<file path="src/rtl/kernel_tx.sv">
// kernel_tx: transmit end of the kernel stream.
// Splits wide input words into STR_KER_WIDTH lanes (LSB lane first) and
// streams N lanes per armed transfer under valid/ready backpressure.
module kernel_tx #(
    parameter int                  CFG_DWIDTH    = 32,
    parameter int                  CFG_AWIDTH    = 5,
    parameter logic [CFG_AWIDTH-1:0] CFG_ADDR    = 5'd4,
    parameter int                  IN_WIDTH      = 64,
    parameter int                  STR_KER_WIDTH = 16
) (
    input  logic                     clk,
    input  logic                     rst,
    input  logic [CFG_DWIDTH-1:0]    cfg_data,
    input  logic [CFG_AWIDTH-1:0]    cfg_addr,
    input  logic                     cfg_valid,
    input  logic [IN_WIDTH-1:0]      in_data,
    input  logic                     in_val,
    output logic                     in_rdy,
    output logic [STR_KER_WIDTH-1:0] str_ker,
    output logic                     str_ker_val,
    input  logic                     str_ker_rdy,
    output logic                     busy,
    output logic                     done
);

    localparam int RATIO  = IN_WIDTH / STR_KER_WIDTH;
    localparam int LANE_W = (RATIO > 1) ? $clog2(RATIO) : 1;
    localparam logic [LANE_W-1:0] LAST_LANE = LANE_W'(RATIO - 1);

    localparam logic [1:0] S_IDLE  = 2'd0;
    localparam logic [1:0] S_FETCH = 2'd1;
    localparam logic [1:0] S_SEND  = 2'd2;
    localparam logic [1:0] S_DONE  = 2'd3;

    logic [1:0]                               state;
    logic [15:0]                              rem;
    logic [LANE_W-1:0]                        lane;
    logic [RATIO-1:0][STR_KER_WIDTH-1:0]      shift;

    logic        cfg_hit;
    logic [15:0] cfg_count;
    logic        unused_cfg;

    assign cfg_hit    = cfg_valid && (cfg_addr == CFG_ADDR);
    assign cfg_count  = cfg_data[15:0];
    // Upper config bits carry nothing for this block.
    assign unused_cfg = ^cfg_data[CFG_DWIDTH-1:16];

    // Transfer sequencer: arm on cfg, fetch a wide word, drain its lanes.
    // DONE is entered on rem==1 so the count never wraps, and leftover
    // lanes of a partial final word are simply never sent.
    always_ff @(posedge clk or negedge rst) begin
        if (!rst) begin
            state <= S_IDLE;
            rem   <= '0;
            lane  <= '0;
            shift <= '0;
        end else begin
            case (state)
                S_IDLE: begin
                    if (cfg_hit) begin
                        rem   <= cfg_count;
                        state <= (cfg_count != 16'd0) ? S_FETCH : S_DONE;
                    end
                end
                S_FETCH: begin
                    if (in_val) begin
                        shift <= in_data;
                        lane  <= '0;
                        state <= S_SEND;
                    end
                end
                S_SEND: begin
                    if (str_ker_rdy) begin
                        rem <= rem - 16'd1;
                        if (rem == 16'd1) begin
                            state <= S_DONE;
                        end else if (lane == LAST_LANE) begin
                            state <= S_FETCH;
                        end else begin
                            lane <= lane + LANE_W'(1);
                        end
                    end
                end
                default: state <= S_IDLE;
            endcase
        end
    end

    // Outputs decode from registered state only, so they fall to 0 the
    // moment reset asserts and hold steady while the stream is stalled.
    always_comb begin
        in_rdy      = (state == S_FETCH);
        str_ker_val = (state == S_SEND);
        str_ker     = (state == S_SEND) ? shift[lane] : '0;
        busy        = (state == S_FETCH) || (state == S_SEND);
        done        = (state == S_DONE);
    end

endmodule
</file>
<file path="config.mk">
export PLATFORM = sky130hd
export DESIGN_NAME = kernel_tx
export DESIGN_NICKNAME = d
export VERILOG_FILES = /design/src/rtl/kernel_tx.sv
export SDC_FILE = /design/constraint.sdc
export NUM_CORES = 1
export LEC_CHECK = 0
export CORE_AREA = 4 4 97 99
export DETAILED_ROUTE_END_ITERATION = 7
export DIE_AREA = 0 0 101 103
export GPL_ROUTABILITY_DRIVEN = 0
export MAX_ROUTING_LAYER = met4
export PLACE_DENSITY_LB_ADDON = 0.12
export SYNTH_ARGS = -nofsm -noshare
export SYNTH_HDL_FRONTEND = slang
export SYNTH_SLANG_ARGS = --single-unit
</file>
<file path="constraint.sdc">
create_clock -name clk -period 3.7 [get_ports clk]
set_input_delay 0.74 -clock clk [delete_from_list [all_inputs] [get_ports clk]]
set_output_delay 0.74 -clock clk [all_outputs]
set_load 0.005 [all_outputs]
</file>
==> flow_summary.toml <==
[drt]
wire_per_inst_um = 16.7
drc_errors = 0
drtAntennaViolNets = 0
totalWireLength_um = 9360
via_per_inst = 5.50
drt_iter0_drc = 100
dr.pass1.iters = 4
via_count = 3075

[floorplan]
start_util = 0.501
ioPinCount = 126
die-width_um = 101
core-area_sq_um = 8550
die_h_um = 103
dieArea_sq_um = 10400
rows = 34

[clocking]
cts_resized = 0
clkSlewWorstSetupHoldPaths_ns = 0.09
cts_made_buffers = 9
cts_sinks = 84
htreeDepth = 3
clock_path_buffers = 2
cts_setup_buffers = 0
cts_tree = "done"
clock_latency_ns = 0.35
root_buffer = "clkbuf_8"
postCtsHoldBufs = 0

[synth]
yosysSeqAreaShare = 0.491
synthTopCellsByCount = "dfrtp_1, mux2_2, nand2_1"
synthCells = 339
netlist_area_sq_um = 4280
ys.warnings.count = 0
synth_area_leaders = "dfrtp_1, mux2_2, mux4_2"
synth_edf_count = 0
synthMostInstantiatedCell = "dfrtp_1"
syn_nets = 453
syn_avg_cell_area_sq_um = 12.6
yosysUniqueCellTypes = 52
synthArstFlopShare = 1.00
synth_top_area_share = 0.491
yosysTopAreaCell = "dfrtp_1"
ys_ff_latch = 84
ys.flop_type = "dfrtp_1"

[critical_path]
path_delay_family = "flip-flops"
critical_path_depth = 3
reg2reg_setup_slack_ns = 1.15
crit_type = "reg -> out"
r2r_cells = 7
worstPathArrival_ns = 2.30
cp.required_ns = 2.96
crit_start = "lane[1]"
slowest_stage = "dfrtp_1"
crit_chain = "mux4_2 > and2_1 > clkdlybuf4s50_1"
r2r_start = "state[0]"
cp_max_fo = 19
cp-start-kind = "register"
reg2reg_to = "rem[3]"
crit_end = "str_ker[2]"
slowest_delay_ns = 0.93
crit_buf_inv = 1
crit_path_end_kind = "output port"

[pwr]
sw_frac_of_total = 0.316
p_leak_uw = 0.00229
pwr-share-comb = 0.421
internal_power_uw = 2890
ir_drop_mv = 0.347
power_uw = 4230
seqPwrFrac = 0.398
p_sw_uw = 1340
clockPowerShare = 0.181
p_per_area_nw_per_um2 = 739

[sta]
fmax_ghz = 0.328
slew_violations = 0
setup_violations = 0
hold_slack_ns = 0.482
max-slew-margin-rel = 0.405
min_period_ns = 3.04
period_share = 0.823
hold_violations = 0
clock_skew_ns = 0.00751
worst_slew_pin_slew_ns = 0.892
rsz0062_at_grt = "false"
fin_tns_setup_ns = 0

[run_status]
status = "finished, final reports clean"

[cells_and_area]
n_antenna_cell = 0
num-fill-cells = 657
final_nets = 561
final_core_util = 0.669
areaGrowthSynthToFinish_pct = 33.6
drive_above_1_share = 0.251
fin_area_sq_um = 5720

[place]
io_buffers = 109
dp_hpwl_um = 6580
placed_area_sq_um = 5490

[global_routing]
antenna_found_initial = 0
grt_max_degree = 68
grt_use_total = 0.193
grt_pass1_wl_um = 15200
overflow = 0
grt_pass1_vias = 3190

[worst_hold_path]
min_path_type = "in -> async"

[run]
cap_violations = 0
final cells by class:
type / count / area, sq um / area share
clock buffers: 11 / 131 / 0.0230
clock inverters: 4 / 98.8 / 0.0173
inverters: 7 / 26.3 / 0.00459
multi-input cells: 229 / 2090 / 0.365
flip-flops and latches: 84 / 2100 / 0.367
well taps: 108 / 135 / 0.0236
repair buffers: 116 / 1140 / 0.199
routing by layer:
metal / global-route usage / wire [um]
met2: 0.321 / 4720
met5: - / 0
met4: 0.0624 / 131
met1: 0.236 / 3970
met3: 0.0406 / 531
metrics by stage:
step | setup WS (ns) | cells
after detailed placement | 0.805 | 544
final | 0.655 | 559
after floorplan | 1.35 | 339
after global routing | 0.509 | 559
after global placement | 0.805 | 544
after CTS | 0.587 | 559
cells by family (layout without fill, tap and decap cells):
kind of cell,Yosys count,after routing,share of synthesized area
mux,81,81,0.255
compound gates,56,56,0.0923
simple gates,84,84,0.116
flops,84,84,0.491
buf+inv,26,138,0.0234
fa+ha+maj,8,8,0.0234
worst min-delay path by stage:
stage,endpoint
floorplan,lane[0]
global placement,shift[57]
detailed placement,shift[37]
CTS,shift[37]
global route,shift[37]
finish,rem[3]
layout by cell type, fill, tap and decap left out, types with 3 or more instances in the layout:
| cell type | n |
|---|---|
| inv_1 | 6 |
| o21ai_0 | 4 |
| clkdlybuf4s50_1 | 108 |
| bufinv_16 | 3 |
| mux4_2 | 16 |
| mux2_2 | 64 |
| a21oi_1 | 15 |
| nand4_1 | 3 |
| and2_1 | 17 |
| buf_4 | 8 |
| nand2_1 | 24 |
| ha_1 | 7 |
| o22a_1 | 3 |
| o21ai_1 | 3 |
| o22ai_1 | 6 |
| nand2b_1 | 3 |
| clkbuf_8 | 9 |
| nor4b_1 | 3 |
| a2bb2oi_1 | 8 |
| dfrtp_1 | 84 |
| nor2_1 | 13 |
sequential cells by signal, indices dropped and copies added, names as in the netlist:
register,count
state,2
rem,16
lane,2
shift,64
power groups by stage:
stage / Combinational (uW) / Clock [uW] / Sequential [uW]
after global routing: 1970 / 823 / 1740
after CTS: 1810 / 794 / 1680
after detailed placement: 1800 / 0 / 1700
after global placement: 1750 / 0 / 1670
after floorplan: 1330 / 0 / 1590
final: 1780 / 767 / 1680
Note: power is estimated with default switching activity, not from simulation.
